$ cat src/rtl/mem_arbiter.sv
// Two-port fetch/data arbiter in front of one single-port fixed-latency memory.
// Optional wait-cycle statistics ports are enabled with `define MEM_ARB_STATS_EN.
module mem_arbiter #(
  parameter int unsigned LATENCY = 2
) (
  input  logic        clk,
  input  logic        reset,
  input  logic        IReq,
  input  logic [31:0] IAddr,
  output logic [31:0] IRdata,
  output logic        IReady,
  input  logic        DReq,
  input  logic        DWe,
  input  logic [31:0] DAddr,
  input  logic [31:0] DWdata,
  output logic [31:0] DRdata,
  output logic        DReady,
  output logic        StallIF,
  output logic        StallMEM,
  output logic        MemEn,
  output logic        MemWe,
  output logic [31:0] MemAddr,
  output logic [31:0] MemWdata,
  input  logic [31:0] MemRdata
`ifdef MEM_ARB_STATS_EN
  ,
  output logic [15:0] IWaitCnt,
  output logic [15:0] DWaitCnt
`endif
);

  localparam int unsigned AW = 32;
  localparam int unsigned DW = 32;
  localparam int unsigned CW = 4;
  localparam logic [CW-1:0] CNT_INIT = CW'(LATENCY - 1);

  typedef enum logic [1:0] {
    IDLE   = 2'd0,
    BUSY_I = 2'd1,
    BUSY_D = 2'd2
  } state_e;

  state_e        state_q, state_d;
  logic [CW-1:0] cnt_q, cnt_d;
  logic          en_q, en_d;
  logic          we_q, we_d;
  logic [AW-1:0] addr_q, addr_d;
  logic [DW-1:0] wdata_q, wdata_d;
  logic [DW-1:0] irdata_q, irdata_d;
  logic [DW-1:0] drdata_q, drdata_d;
  logic          iready_q, iready_d;
  logic          dready_q, dready_d;

  logic i_elig, d_elig;
  logic grant_i, grant_d, done;

  // A port whose Ready pulse is showing this cycle is not eligible again yet.
  assign i_elig = IReq & ~iready_q;
  assign d_elig = DReq & ~dready_q;

  always_comb begin
    state_d  = state_q;
    cnt_d    = cnt_q;
    en_d     = en_q;
    we_d     = we_q;
    addr_d   = addr_q;
    wdata_d  = wdata_q;
    irdata_d = irdata_q;
    drdata_d = drdata_q;
    iready_d = 1'b0;
    dready_d = 1'b0;
    grant_i  = 1'b0;
    grant_d  = 1'b0;
    done     = 1'b0;

    case (state_q)
      IDLE: begin
        grant_d = d_elig;
        grant_i = i_elig & ~d_elig;
      end
      BUSY_I: begin
        if (cnt_q != '0) begin
          cnt_d = cnt_q - CW'(1);
        end else begin
          done     = 1'b1;
          irdata_d = MemRdata;
          iready_d = 1'b1;
          grant_d  = d_elig;
        end
      end
      BUSY_D: begin
        if (cnt_q != '0) begin
          cnt_d = cnt_q - CW'(1);
        end else begin
          done     = 1'b1;
          dready_d = 1'b1;
          grant_i  = i_elig;
          if (!we_q) begin
            drdata_d = MemRdata;
          end
        end
      end
      default: state_d = IDLE;
    endcase

    // Grants taken on a completion edge hand over with no idle bubble.
    if (grant_d) begin
      state_d = BUSY_D;
      cnt_d   = CNT_INIT;
      en_d    = 1'b1;
      we_d    = DWe;
      addr_d  = DAddr;
      wdata_d = DWdata;
    end else if (grant_i) begin
      state_d = BUSY_I;
      cnt_d   = CNT_INIT;
      en_d    = 1'b1;
      we_d    = 1'b0;
      addr_d  = IAddr;
    end else if (done) begin
      state_d = IDLE;
      en_d    = 1'b0;
      we_d    = 1'b0;
    end
  end

  always_ff @(posedge clk or posedge reset) begin
    if (reset) begin
      state_q  <= IDLE;
      cnt_q    <= '0;
      en_q     <= 1'b0;
      we_q     <= 1'b0;
      addr_q   <= '0;
      wdata_q  <= '0;
      irdata_q <= '0;
      drdata_q <= '0;
      iready_q <= 1'b0;
      dready_q <= 1'b0;
    end else begin
      state_q  <= state_d;
      cnt_q    <= cnt_d;
      en_q     <= en_d;
      we_q     <= we_d;
      addr_q   <= addr_d;
      wdata_q  <= wdata_d;
      irdata_q <= irdata_d;
      drdata_q <= drdata_d;
      iready_q <= iready_d;
      dready_q <= dready_d;
    end
  end

  assign IRdata   = irdata_q;
  assign DRdata   = drdata_q;
  assign IReady   = iready_q;
  assign DReady   = dready_q;
  assign MemEn    = en_q;
  assign MemWe    = we_q;
  assign MemAddr  = addr_q;
  assign MemWdata = wdata_q;
  assign StallIF  = IReq & ~iready_q;
  assign StallMEM = DReq & ~dready_q;

`ifdef MEM_ARB_STATS_EN
  logic [15:0] iwait_q, iwait_d;
  logic [15:0] dwait_q, dwait_d;

  // Saturating stall-cycle counters.
  always_comb begin
    iwait_d = iwait_q;
    dwait_d = dwait_q;
    if (StallIF && (iwait_q != 16'hFFFF)) begin
      iwait_d = iwait_q + 16'd1;
    end
    if (StallMEM && (dwait_q != 16'hFFFF)) begin
      dwait_d = dwait_q + 16'd1;
    end
  end

  always_ff @(posedge clk or posedge reset) begin
    if (reset) begin
      iwait_q <= '0;
      dwait_q <= '0;
    end else begin
      iwait_q <= iwait_d;
      dwait_q <= dwait_d;
    end
  end

  assign IWaitCnt = iwait_q;
  assign DWaitCnt = dwait_q;
`endif

endmodule

$ cat config.mk
export PLATFORM = sky130hd
export DESIGN_NAME = mem_arbiter
export DESIGN_NICKNAME = d
export VERILOG_FILES = /design/src/rtl/mem_arbiter.sv
export SDC_FILE = /design/constraint.sdc
export NUM_CORES = 1
export LEC_CHECK = 0
export CAP_MARGIN = 15
export CORE_MARGIN = 5
export CORE_UTILIZATION = 38
export CTS_BUF_LIST = sky130_fd_sc_hd__clkbuf_4
export DETAILED_ROUTE_END_ITERATION = 12
export GPL_ROUTABILITY_DRIVEN = 0
export PLACE_DENSITY = 0.78
export SLEW_MARGIN = 20
export SYNTH_ARGS = -nofsm -noshare
export SYNTH_HDL_FRONTEND = slang
export SYNTH_SLANG_ARGS = --single-unit
$ cat constraint.sdc
create_clock -name clk -period 4.05 [get_ports clk]
set_input_delay 0.405 -clock clk [delete_from_list [all_inputs] [get_ports clk]]
set_output_delay 0.405 -clock clk [all_outputs]
set_load 0.1 [all_outputs]
Word level (Yosys, flattened, before mapping)
Index checks and enable logic that the tools add are counted.
{ "totals": {"reg_bits": 138, "in_bits": 133, "word_cells": 56} }
{ "classes": {"add_sub_neg": 1, "n_eq_ne": 3, "muxes": 23, "bitwise_logic": 8, "reduce_logical": 11} }
{ "op_table": {"columns": ["cell", "count"], "rows": [
  ["2-to-1 mux 32 bit", 2],
  ["2-to-1 mux 4 bit", 4],
  ["2-to-1 mux 1 bit", 11],
  ["nonzero test 3 bit", 3],
  ["2-to-1 mux 2 bit", 4],
  ["NOT 1 bit", 5],
  ["inequality test 4 x 1 -> 1 bit (second input constant)", 1],
  ["one-hot mux 1 bit (2 select lines)", 2],
  ["AND reduction 2 bit", 2],
  ["nonzero test 4 bit", 1],
  ["subtractor 4 x 1 -> 4 bit (second input constant)", 1],
  ["bitwise AND 1 bit", 3],
  ["AND reduction 3 bit", 1],
  ["OR reduction 3 bit", 1],
  ["equality test 2 x 1 -> 1 bit (second input constant)", 1],
  ["equality test 2 bit (second input constant)", 1],
  ["zero test 2 bit", 1],
  ["nonzero test 2 bit", 1],
  ["OR reduction 2 bit", 1]
]} }

Depth between registers and ports, before layout
Gate-level depths: netlist of run 1.
{ "depth": {"ltp_word": 7, "depth_mapped": 9, "mapped_depth_nobuf": 6} }

Least setup slack after synthesis of run 1
Ideal clock, no wire load.
{ "synth_path": {"path_type": "register to register", "from": "register iready_q, in the netlist IReady", "to": "register addr_q[10], in the netlist MemAddr[10]", "setup_time_ns": 0.125, "arrival_time_ns": 3.310, "path_slack_ns": 0.614, "path_stages_with_launch": 7, "n_path_buf": 2, "synth_period_minus_slack_ns": 3.436, "cell_sequence": "dfrtp_1 nor2b_1 o21ai_0 nand3_1 buf_4 buf_4 mux2_2"} }
{ "synth_via": {"elab_chain_cells": 5, "elab_cells_between_ends": 6} }
{ "synth_rtl": {"columns": ["item", "line_no", "source"], "rows": [
  ["start, declared", "51", "logic iready_q, iready_d;"],
  ["start signal, assigned", "148", "iready_q <= iready_d;"],
  ["NOT 1 bit *", null, null],
  ["bitwise AND 1 bit *", null, null],
  ["named net StallIF", "18", "output logic StallIF,"],
  ["2-to-1 mux 1 bit or bitwise AND 1 bit (tied branches)", "92, 79", null],
  ["one-hot mux 1 bit (2 select lines) *", "76", "case (state_q)"],
  ["nonzero test 2 bit (no source line) *", null, null],
  ["end signal, assigned", "144", "addr_q <= addr_d;"],
  ["end, declared", "47", "logic [AW-1:0] addr_q, addr_d;"]
]} }
The timed path passes the listed nets; every way through them passes the cells marked *.
A chain may end at the register's enable or synchronous reset.

Worst setup path in the final report of run 1
{ "layout_path": {"from": "register cnt_q[0]", "to": "register addr_q[24], in the netlist MemAddr[24]"} }
{ "layout_via": {"elab_chain_cells": 4, "elab_cells_between_ends": 7} }
{ "layout_rtl": {"columns": ["item", "line_no", "source"], "rows": [
  ["start, declared", "44", "logic [CW-1:0] cnt_q, cnt_d;"],
  ["start signal, assigned", "141", "cnt_q <= cnt_d;"],
  ["nonzero test 4 bit *", "82, 92", null],
  ["2-to-1 mux 1 bit (on tied branches)", "82, 92", null],
  ["one-hot mux 1 bit (2 select lines)", "76", null],
  ["2-to-1 mux 32 bit or nonzero test 2 bit (tied branches)", null, null]
]} }
Mark *: on every way between the ends. The rest lies on a longest branch, timed or not.

==> results of run 1 <==
[through the flow]
stage	instance area [µm²]	hold WS (ps)	std cells	util	setup WS (ps)
floorplan	5690	514	362	-	614
finish	8850	416	831	0.607	1220
detailed placement	8530	475	798	0.585	1200
global placement	8530	468	798	0.585	1300
CTS	8820	380	830	0.605	1180
global route	8850	386	831	0.607	982
[synthesized netlist by cell type]
| cell type | number | share of area |
|---|---|---|
| ha_1 | 5 | 0.011 |
| clkbuf_1 | 1 | 0.00066 |
| inv_1 | 6 | 0.0040 |
| o22ai_1 | 1 | 0.0011 |
| buf_6 | 4 | 0.0079 |
| mux2_2 | 76 | 0.15 |
| dfrtp_1 | 138 | 0.61 |
| a211oi_1 | 1 | 0.0013 |
| nor4bb_1 | 1 | 0.0018 |
| buf_2 | 11 | 0.0097 |
| nor3_1 | 1 | 0.00088 |
| o21a_1 | 2 | 0.0026 |
| and2b_1 | 1 | 0.0013 |
| buf_4 | 3 | 0.0040 |
| a21o_1 | 1 | 0.0013 |
| o21ai_4 | 1 | 0.0029 |
| or3b_2 | 1 | 0.0015 |
| and2_1 | 1 | 0.0011 |
| o21ai_0 | 2 | 0.0018 |
| xor2_1 | 2 | 0.0031 |
| nor2_1 | 4 | 0.0026 |
| mux2_1 | 84 | 0.17 |
| nand2_1 | 3 | 0.0020 |
| nand2b_1 | 1 | 0.0011 |
| and3_1 | 1 | 0.0011 |
| and4bb_1 | 1 | 0.0022 |
| nand3_1 | 5 | 0.0044 |
| xnor2_1 | 1 | 0.0015 |
| nor2b_1 | 3 | 0.0033 |
[critical path: stages (launching register included)]
cell	delay [ps]
dfrtp_1	420
inv_1	90
ha_1	210
nor4bb_4	380
buf_4	460
nand2_1	90
nand3_1	240
buf_4	420
mux2_2	390
[layout by cell type (no fill, tap or decap)]
| cell type | count |
|---|---|
| and2_1 | 1 |
| nand2b_1 | 1 |
| and4bb_1 | 1 |
| nand3_1 | 5 |
| clkdlybuf4s50_1 | 266 |
| clkinvlp_4 | 1 |
| inv_6 | 1 |
| o21ai_4 | 1 |
| ha_1 | 5 |
| clkinv_1 | 3 |
| nand2_1 | 3 |
| and2b_1 | 1 |
| mux2_2 | 76 |
| buf_12 | 1 |
| mux2_1 | 84 |
| xor2_1 | 2 |
| inv_1 | 5 |
| o21a_1 | 2 |
| o22ai_1 | 1 |
| a211oi_1 | 1 |
| nor2b_4 | 1 |
| or3b_2 | 1 |
| nor3_1 | 1 |
| buf_4 | 4 |
| nor2b_1 | 2 |
| a21o_1 | 1 |
| o21ai_0 | 2 |
| clkbuf_4 | 19 |
| and3_1 | 1 |
| dfrtp_1 | 138 |
| buf_16 | 1 |
| bufinv_16 | 3 |
| xnor2_1 | 1 |
| nor2_1 | 4 |
| clkinv_4 | 3 |
| clkinv_2 | 3 |
| nor4bb_4 | 1 |
[worst min-delay path by stage]
| stage | start | end | slack [ps] | cells after the start |
|---|---|---|---|---|
| 2_1_floorplan | cnt_q[0] | cnt_q[0] | 510 | 2 |
| 3_3_place_gp | DRdata[10] | DRdata[10] | 470 | 1 |
| 3_5_place_dp | DRdata[16] | DRdata[16] | 480 | 1 |
| 4_1_cts | DWe | MemWe | 380 | 3 |
| 5_1_grt | reset | MemWdata[9] | 390 | 3 |
| 6_report | reset | MemWdata[9] | 420 | 3 |
[registers in the layout (all words and copies together) (netlist names), 2 cells and up]
| name | cells |
|---|---|
| cnt_q | 4 |
| MemWdata | 32 |
| MemAddr | 32 |
| state_q | 2 |
| DRdata | 32 |
| IRdata | 32 |
[area by class of cell]
class                           count  area share
Multi-Input combinational cell    199       0.238
Clock inverter                     13      0.0171
Inverter                            6     0.00297
Timing Repair Buffer              272       0.310
Sequential cell                   138       0.390
Clock buffer                       19      0.0161
Tap cell                          184      0.0260
[routing by layer]
| layer | global-route usage | routed length (µm) |
|---|---|---|
| met1 | 0.199 | 5850 |
| met2 | 0.277 | 7120 |
| met3 | 0.107 | 1880 |
| met4 | 0.0549 | 216 |
| met5 | 0 | 0 |
[kinds of logic (layout without fill, tap and decap cells)]
group | count (synthesis) | count (layout) | synth area share
buffers and inverters | 25 | 310 | 0.0262
AO/OA/AOI/OAI | 8 | 8 | 0.0110
AND/OR/NAND/NOR | 23 | 23 | 0.0233
XOR/XNOR | 3 | 3 | 0.00462
multiplexers | 160 | 160 | 0.317
adder cells (fa/ha/maj) | 5 | 5 | 0.0110
flip-flops | 138 | 138 | 0.607
==> flow_summary.json, run 1 <==
{
  "status": "finished clean",
  "rows": 44,
  "drt_first_iter_violations": 127,
  "end_kind": "flop",
  "area_growth_pct": 55.6,
  "worstMarginPinSlew_ps": 1040,
  "drive_gt1_frac": 0.179,
  "post-route-min-period_ps": 2830,
  "clock_latency_ps": 540,
  "placement.io_buffers": 266,
  "setup_viol": 0,
  "netlist_area_um2": 5690,
  "seq_area_frac_synth": 0.607,
  "r2r_slack_ps": 1220,
  "die-height_um": 132,
  "cts_buffers": 17,
  "maxCapViolations": 0,
  "ys_types": 29,
  "rsz0062_at_grt": "false",
  "grt_pass1_vias": 4488,
  "nFillCells": 1126,
  "die_area_um2": 17500,
  "synth.net_count": 500,
  "r2r-start": "cnt_q[0]",
  "grt_usage": 0.176,
  "grt_pass1_wl_um": 24500,
  "yosysWarningCount": 0,
  "initial_utilization": 0.390,
  "clockRootBuffer": "clkbuf_4",
  "fin_tns_setup_ps": 0,
  "cts_tree": "built",
  "worst_clock_skew_ps": 20.8,
  "cts.clk_slew.worst_paths_ps": 110,
  "critPathLaunch": "cnt_q[0]",
  "avgRoutedWirePerCell_um": 18.1,
  "cts_hold_buf": 0,
  "multi_input_area_um2": 2110,
  "htree_levels": 4,
  "n_antenna_cell": 0,
  "cts_sinks": 138,
  "critical_path_class": "flop to flop",
  "period_share": 0.700,
  "clock_path_buffers": 2,
  "cp.required_ps": 4470,
  "vias": 3979,
  "cp-start-kind": "flop",
  "place_hpwl_um": 11300,
  "slew_headroom": 0.303,
  "wl_um": 15100,
  "synthCells": 362,
  "ant_nets": 0,
  "worstPathArrival_ps": 3250,
  "grt_max_degree": 139,
  "pin_count": 267,
  "min_path_type": "primary input to asynchronous set/reset pin",
  "hold_viol": 0,
  "r2r_cells": 8,
  "crit_end": "MemAddr[24]",
  "antenna_found_initial": 0,
  "r2r_end": "MemAddr[24]",
  "drt-vias-per-instance": 4.79,
  "ys_seq_elements": 138,
  "drc": 0,
  "seq_area_um2": 3450,
  "overflow": 0,
  "crit_path_max_fanout": 34,
  "dr.pass1.iters": 4,
  "cts-resized-gates": 0,
  "num-nets-final": 772,
  "synth.avg_cell_area_um2": 15.7,
  "die-width_um": 132,
  "core_area_um2": 14600,
  "cts_setup_buffers": 0,
  "clock.fmax_ghz": 0.353,
  "maxSlewViolCount": 0
}
Power of run 1 is not shown: default switching activity piles up to over one toggle a cycle in this logic, so the estimate is an artifact.
==> run 2, diff against run 1 <==
--- a/config.mk
+++ b/config.mk
@@ -7,11 +7,11 @@
 export LEC_CHECK = 0
 export CAP_MARGIN = 15
 export CORE_MARGIN = 5
-export CORE_UTILIZATION = 38
+export CORE_UTILIZATION = 43
 export CTS_BUF_LIST = sky130_fd_sc_hd__clkbuf_4
 export DETAILED_ROUTE_END_ITERATION = 12
 export GPL_ROUTABILITY_DRIVEN = 0
-export PLACE_DENSITY = 0.78
+export PLACE_DENSITY = 0.83
 export SLEW_MARGIN = 20
 export SYNTH_ARGS = -nofsm -noshare
 export SYNTH_HDL_FRONTEND = slang
==> constraint.sdc (replaced) <==
create_clock -name clk -period 3 [get_ports clk]
set_input_delay 0.3 -clock clk [delete_from_list [all_inputs] [get_ports clk]]
set_output_delay 0.3 -clock clk [all_outputs]
set_load 0.1 [all_outputs]
==> run 2 against run 1 <==
Effect of this change:
- cell area decreased by 3.2%
- clock-buffer cell count up 1
- sequential cell count is the same
- worst setup slack got worse by 920 ps
- register-to-register slack worse by 920 ps
- critical path depth unchanged
- highest routed layer unchanged
- worst hold slack got worse by 210 ps
- clock skew fell by 5.3 ps
- non-clock buffer count up 2
- first-iteration DRC count up 26%
- die area shrank 11%
==> flow_summary.json, run 2 (synthesized netlist as in run 1, its figures left out) <==
{
  "status": "finished clean",
  "cts_tree": "built",
  "antenna_found_initial": 0,
  "drive_gt1_frac": 0.373,
  "crit_chain": "inv_1 > ha_1 > nor4bb_4 > buf_4 > nand2_1 > nand3_2 > buf_12 > mux2_2",
  "hold_viol": 0,
  "whs_ps": 206,
  "cts_buffers": 17,
  "postLayoutCoreUtil": 0.655,
  "clock_path_buffers": 2,
  "setup_viol": 0,
  "r2r_slack_ps": 300,
  "slew_headroom": 0.295,
  "grt_usage": 0.195,
  "grt_max_degree": 69,
  "cts-resized-gates": 0,
  "clock_latency_ps": 540,
  "cts.clk_slew.worst_paths_ps": 120,
  "cts_hold_buf": 0,
  "critical_path_class": "flop to flop",
  "period_share": 0.900,
  "worst_path_max_delay_cell": "buf_4",
  "dr.pass1.iters": 4,
  "core_area_um2": 13100,
  "n_antenna_cell": 0,
  "worstMarginPinSlew_ps": 1050,
  "critPathMaxStageDelay_ps": 480,
  "rsz0062_at_grt": "false",
  "layout_commonest_cell": "clkdlybuf4s50_1",
  "end_kind": "flop",
  "drc": 0,
  "worst_clock_skew_ps": 15.5,
  "drt-vias-per-instance": 4.87,
  "min_path_type": "primary input to asynchronous set/reset pin",
  "pin_count": 267,
  "grt_pass1_vias": 4630,
  "maxCapViolations": 0,
  "worstPathArrival_ps": 3110,
  "r2r-start": "cnt_q[0]",
  "die-width_um": 125,
  "placement.io_buffers": 266,
  "fin_tns_setup_ps": 0,
  "htree_levels": 4,
  "post-route-min-period_ps": 2700,
  "clockRootBuffer": "clkbuf_4",
  "layout_common_cells": "clkdlybuf4s50_1, dfrtp_1, buf_4, mux2_1, mux2_2",
  "setup_ws_ps": 299,
  "die_area_um2": 15600,
  "ant_nets": 0,
  "critPathLaunch": "cnt_q[0]",
  "vias": 4017,
  "crit_path_max_fanout": 34,
  "avgRoutedWirePerCell_um": 18.0,
  "rows": 42,
  "cp.required_ps": 3410,
  "clock.fmax_ghz": 0.370,
  "cp-start-kind": "flop",
  "die-height_um": 125,
  "overflow": 0,
  "drt_first_iter_violations": 160,
  "initial_utilization": 0.435,
  "grt_pass1_wl_um": 24400,
  "num-nets-final": 774,
  "cts_sinks": 138,
  "place_hpwl_um": 11400,
  "wl_um": 14800,
  "dp_slack_ps": 284,
  "cts_setup_buffers": 0,
  "area_growth_pct": 50.7,
  "maxSlewViolCount": 0,
  "nFillCells": 936
}
[run 2: cell count changes in the layout (fill, tap and decap cells not counted), moves of 2 or more]
cell | previous run | this run
clkinvlp_4 | 1 | 4
clkinv_1 | 3 | 1
clkdlybuf4s50_1 | 266 | 146
nor2b_2 | 0 | 2
buf_12 | 1 | 3
clkinv_4 | 3 | 1
buf_4 | 4 | 125
[run 2: area by class of cell]
type | instances | area [µm²] | area share
Clock inverter | 12 | 149 | 0.0174
Inverter | 6 | 26.3 | 0.00307
Sequential cell | 138 | 3450 | 0.403
Timing Repair Buffer | 274 | 2460 | 0.287
Clock buffer | 20 | 150 | 0.0175
Multi-Input combinational cell | 199 | 2110 | 0.246
Tap cell | 176 | 220 | 0.0257
[run 2: stage by stage]
stage / instance area (µm²) / instances
after detailed placement: 8270 / 793
after global placement: 8270 / 793
after global routing: 8570 / 825
final: 8570 / 825
after CTS: 8570 / 825
after floorplan: 5690 / 362
[run 2: final timing paths]
path / end / cells after the start
max: MemAddr[10] / 8
min reg2reg: DRdata[21] / 1
min in group clk: MemWe / 3
max in group asynchronous: MemAddr[7] / 3
max reg2reg: MemAddr[10] / 8
min: MemAddr[1] / 3
[run 2: metal layers]
| metal | up-vias | share of wire | global-route usage |
|---|---|---|---|
| met4 | 0 | 0.019 | 0.0695 |
| met1 | 1955 | 0.37 | 0.213 |
| met3 | 22 | 0.12 | 0.109 |
| met2 | 202 | 0.49 | 0.321 |
| li1 | 1838 | - | - |
| met5 | - | 0 | 0 |
[run 2: critical path, delay by kind of cell (launching register included)]
kind          cells  cell delay, ps
simple gates      3             790
fa+ha+maj         1             210
flops             1             420
buf+inv           3             800
mux               1             360
Power of run 2 is left out for the same reason.
==> run 3, diff against run 2 <==
--- a/config.mk
+++ b/config.mk
@@ -11,7 +11,7 @@
 export CTS_BUF_LIST = sky130_fd_sc_hd__clkbuf_4
 export DETAILED_ROUTE_END_ITERATION = 12
 export GPL_ROUTABILITY_DRIVEN = 0
-export PLACE_DENSITY = 0.83
+export PLACE_DENSITY = 0.92
 export SLEW_MARGIN = 20
 export SYNTH_ARGS = -nofsm -noshare
 export SYNTH_HDL_FRONTEND = slang
==> constraint.sdc (replaced) <==
create_clock -name clk -period 3 [get_ports clk]
set_input_delay 0.6 -clock clk [delete_from_list [all_inputs] [get_ports clk]]
set_output_delay 0.6 -clock clk [all_outputs]
set_load 0.1 [all_outputs]
==> run 3 against run 2 <==
Effect of this change:
- worst setup slack better by 400 ps
- clock skew down 3.4 ps
- cell count down 0.12%
- die area unchanged
- register-to-register slack better by 400 ps
- routed wire length down 2.8%
- cell area down 0.13%
- core utilization down 0.086 points
- worst hold slack better by 290 ps
- critical path depth down 1
- maximum frequency up 17%
- critical path type unchanged
==> flow_summary.json, run 3 (synthesized netlist as in run 1, its figures left out) <==
{
  "critPathMaxStageDelay_ps": 390,
  "clockRootBuffer": "clkbuf_4",
  "grt_pass1_wl_um": 23700,
  "maxCapViolations": 0,
  "placement.io_buffers": 266,
  "crit_path_frequent_cell": "buf_4",
  "crit_chain": "inv_1 > ha_1 > nor4bb_4 > o21ai_4 > buf_4 > buf_4 > mux2_1",
  "maxSlewViolCount": 0,
  "n_antenna_cell": 0,
  "die-height_um": 125,
  "grt_pass1_vias": 4488,
  "initial_utilization": 0.435,
  "rows": 42,
  "cts_buffers": 17,
  "num-nets-final": 773,
  "layout_commonest_cell": "dfrtp_1",
  "rsz0062_at_grt": "false",
  "avgRoutedWirePerCell_um": 17.5,
  "clock_latency_ps": 540,
  "dp_slack_ps": 379,
  "layout_common_cells": "dfrtp_1, buf_4, clkdlybuf4s50_1, mux2_1, mux2_2",
  "crit_path_max_fanout": 29,
  "clock_path_buffers": 2,
  "worst_clock_skew_ps": 12.2,
  "min_path_type": "flop to flop",
  "slew_headroom": 0.476,
  "area_growth_pct": 50.5,
  "drive_gt1_frac": 0.392,
  "setup_viol": 0,
  "overflow": 0,
  "pin_count": 267,
  "grt_usage": 0.190,
  "status": "finished clean",
  "htree_levels": 4,
  "cts.clk_slew.worst_paths_ps": 110,
  "ant_nets": 0,
  "clock.fmax_ghz": 0.435,
  "dr.pass1.iters": 6,
  "worstMarginPinSlew_ps": 786,
  "drt_first_iter_violations": 132,
  "nFillCells": 951,
  "cts_sinks": 138,
  "cts_setup_buffers": 0,
  "multi_input_area_um2": 2120,
  "period_share": 0.767,
  "vias": 3974,
  "cts_hold_buf": 0,
  "die-width_um": 125,
  "fin_tns_setup_ps": 0,
  "setup_ws_ps": 699,
  "hold_viol": 0,
  "cts_tree": "built",
  "wl_um": 14400,
  "post-route-min-period_ps": 2300,
  "critical_path_class": "flop to flop",
  "seq_area_um2": 3450,
  "worstPathArrival_ps": 2730,
  "cp-start-kind": "flop",
  "core_area_um2": 13100,
  "cts-resized-gates": 0,
  "end_kind": "flop",
  "drt-vias-per-instance": 4.82,
  "worst_path_max_delay_cell": "dfrtp_1",
  "cp.required_ps": 3430,
  "drc": 0,
  "place_hpwl_um": 10900,
  "antenna_found_initial": 0,
  "grt_max_degree": 139,
  "die_area_um2": 15600
}
-- run 3: final timing paths --
path                            start           end  slack, ps  depth (start not counted)
max                          cnt_q[0]   MemWdata[9]        700                          7
min                        DRdata[10]    DRdata[10]        490                          1
max reg2reg                  cnt_q[0]   MemWdata[9]        700                          7
min reg2reg                DRdata[10]    DRdata[10]        490                          1
max in group asynchronous       reset  MemWdata[14]       1800                          3
min in group asynchronous       reset  MemWdata[27]        550                          3
-- run 3: final cells by class --
class,instances,area share
Sequential cell,138,0.404
Timing Repair Buffer,273,0.284
Tap cell,176,0.0257
Clock inverter,14,0.0208
Multi-Input combinational cell,199,0.247
Clock buffer,18,0.0158
Inverter,6,0.00307
-- run 3: per-stage QoR --
stage | cell area [µm²] | std cells | hold slack [ps] | utilization
4_1_cts | 8560 | 824 | 500 | 0.654
2_1_floorplan | 5690 | 362 | 514 | -
5_1_grt | 8560 | 824 | 523 | 0.654
6_report | 8560 | 824 | 494 | 0.654
3_3_place_gp | 8250 | 792 | 469 | 0.630
3_5_place_dp | 8250 | 792 | 476 | 0.630
-- run 3: worst max-delay path, delay by kind of cell, from the launching register on --
kind | cells | cell delay (ps)
adder cells (fa/ha/maj) | 1 | 230
AO/OA/AOI/OAI | 1 | 140
AND/OR/NAND/NOR | 1 | 200
flip-flops | 1 | 390
buffers and inverters | 3 | 820
multiplexers | 1 | 380
-- run 3: layer usage --
layer,vias up,wire length (µm),track usage
met5,-,0,0
met4,0,287,0.0714
met3,22,1590,0.0964
met2,186,7360,0.324
met1,1935,5180,0.201
li1,1831,-,-
Power of run 3 is left out for the same reason.
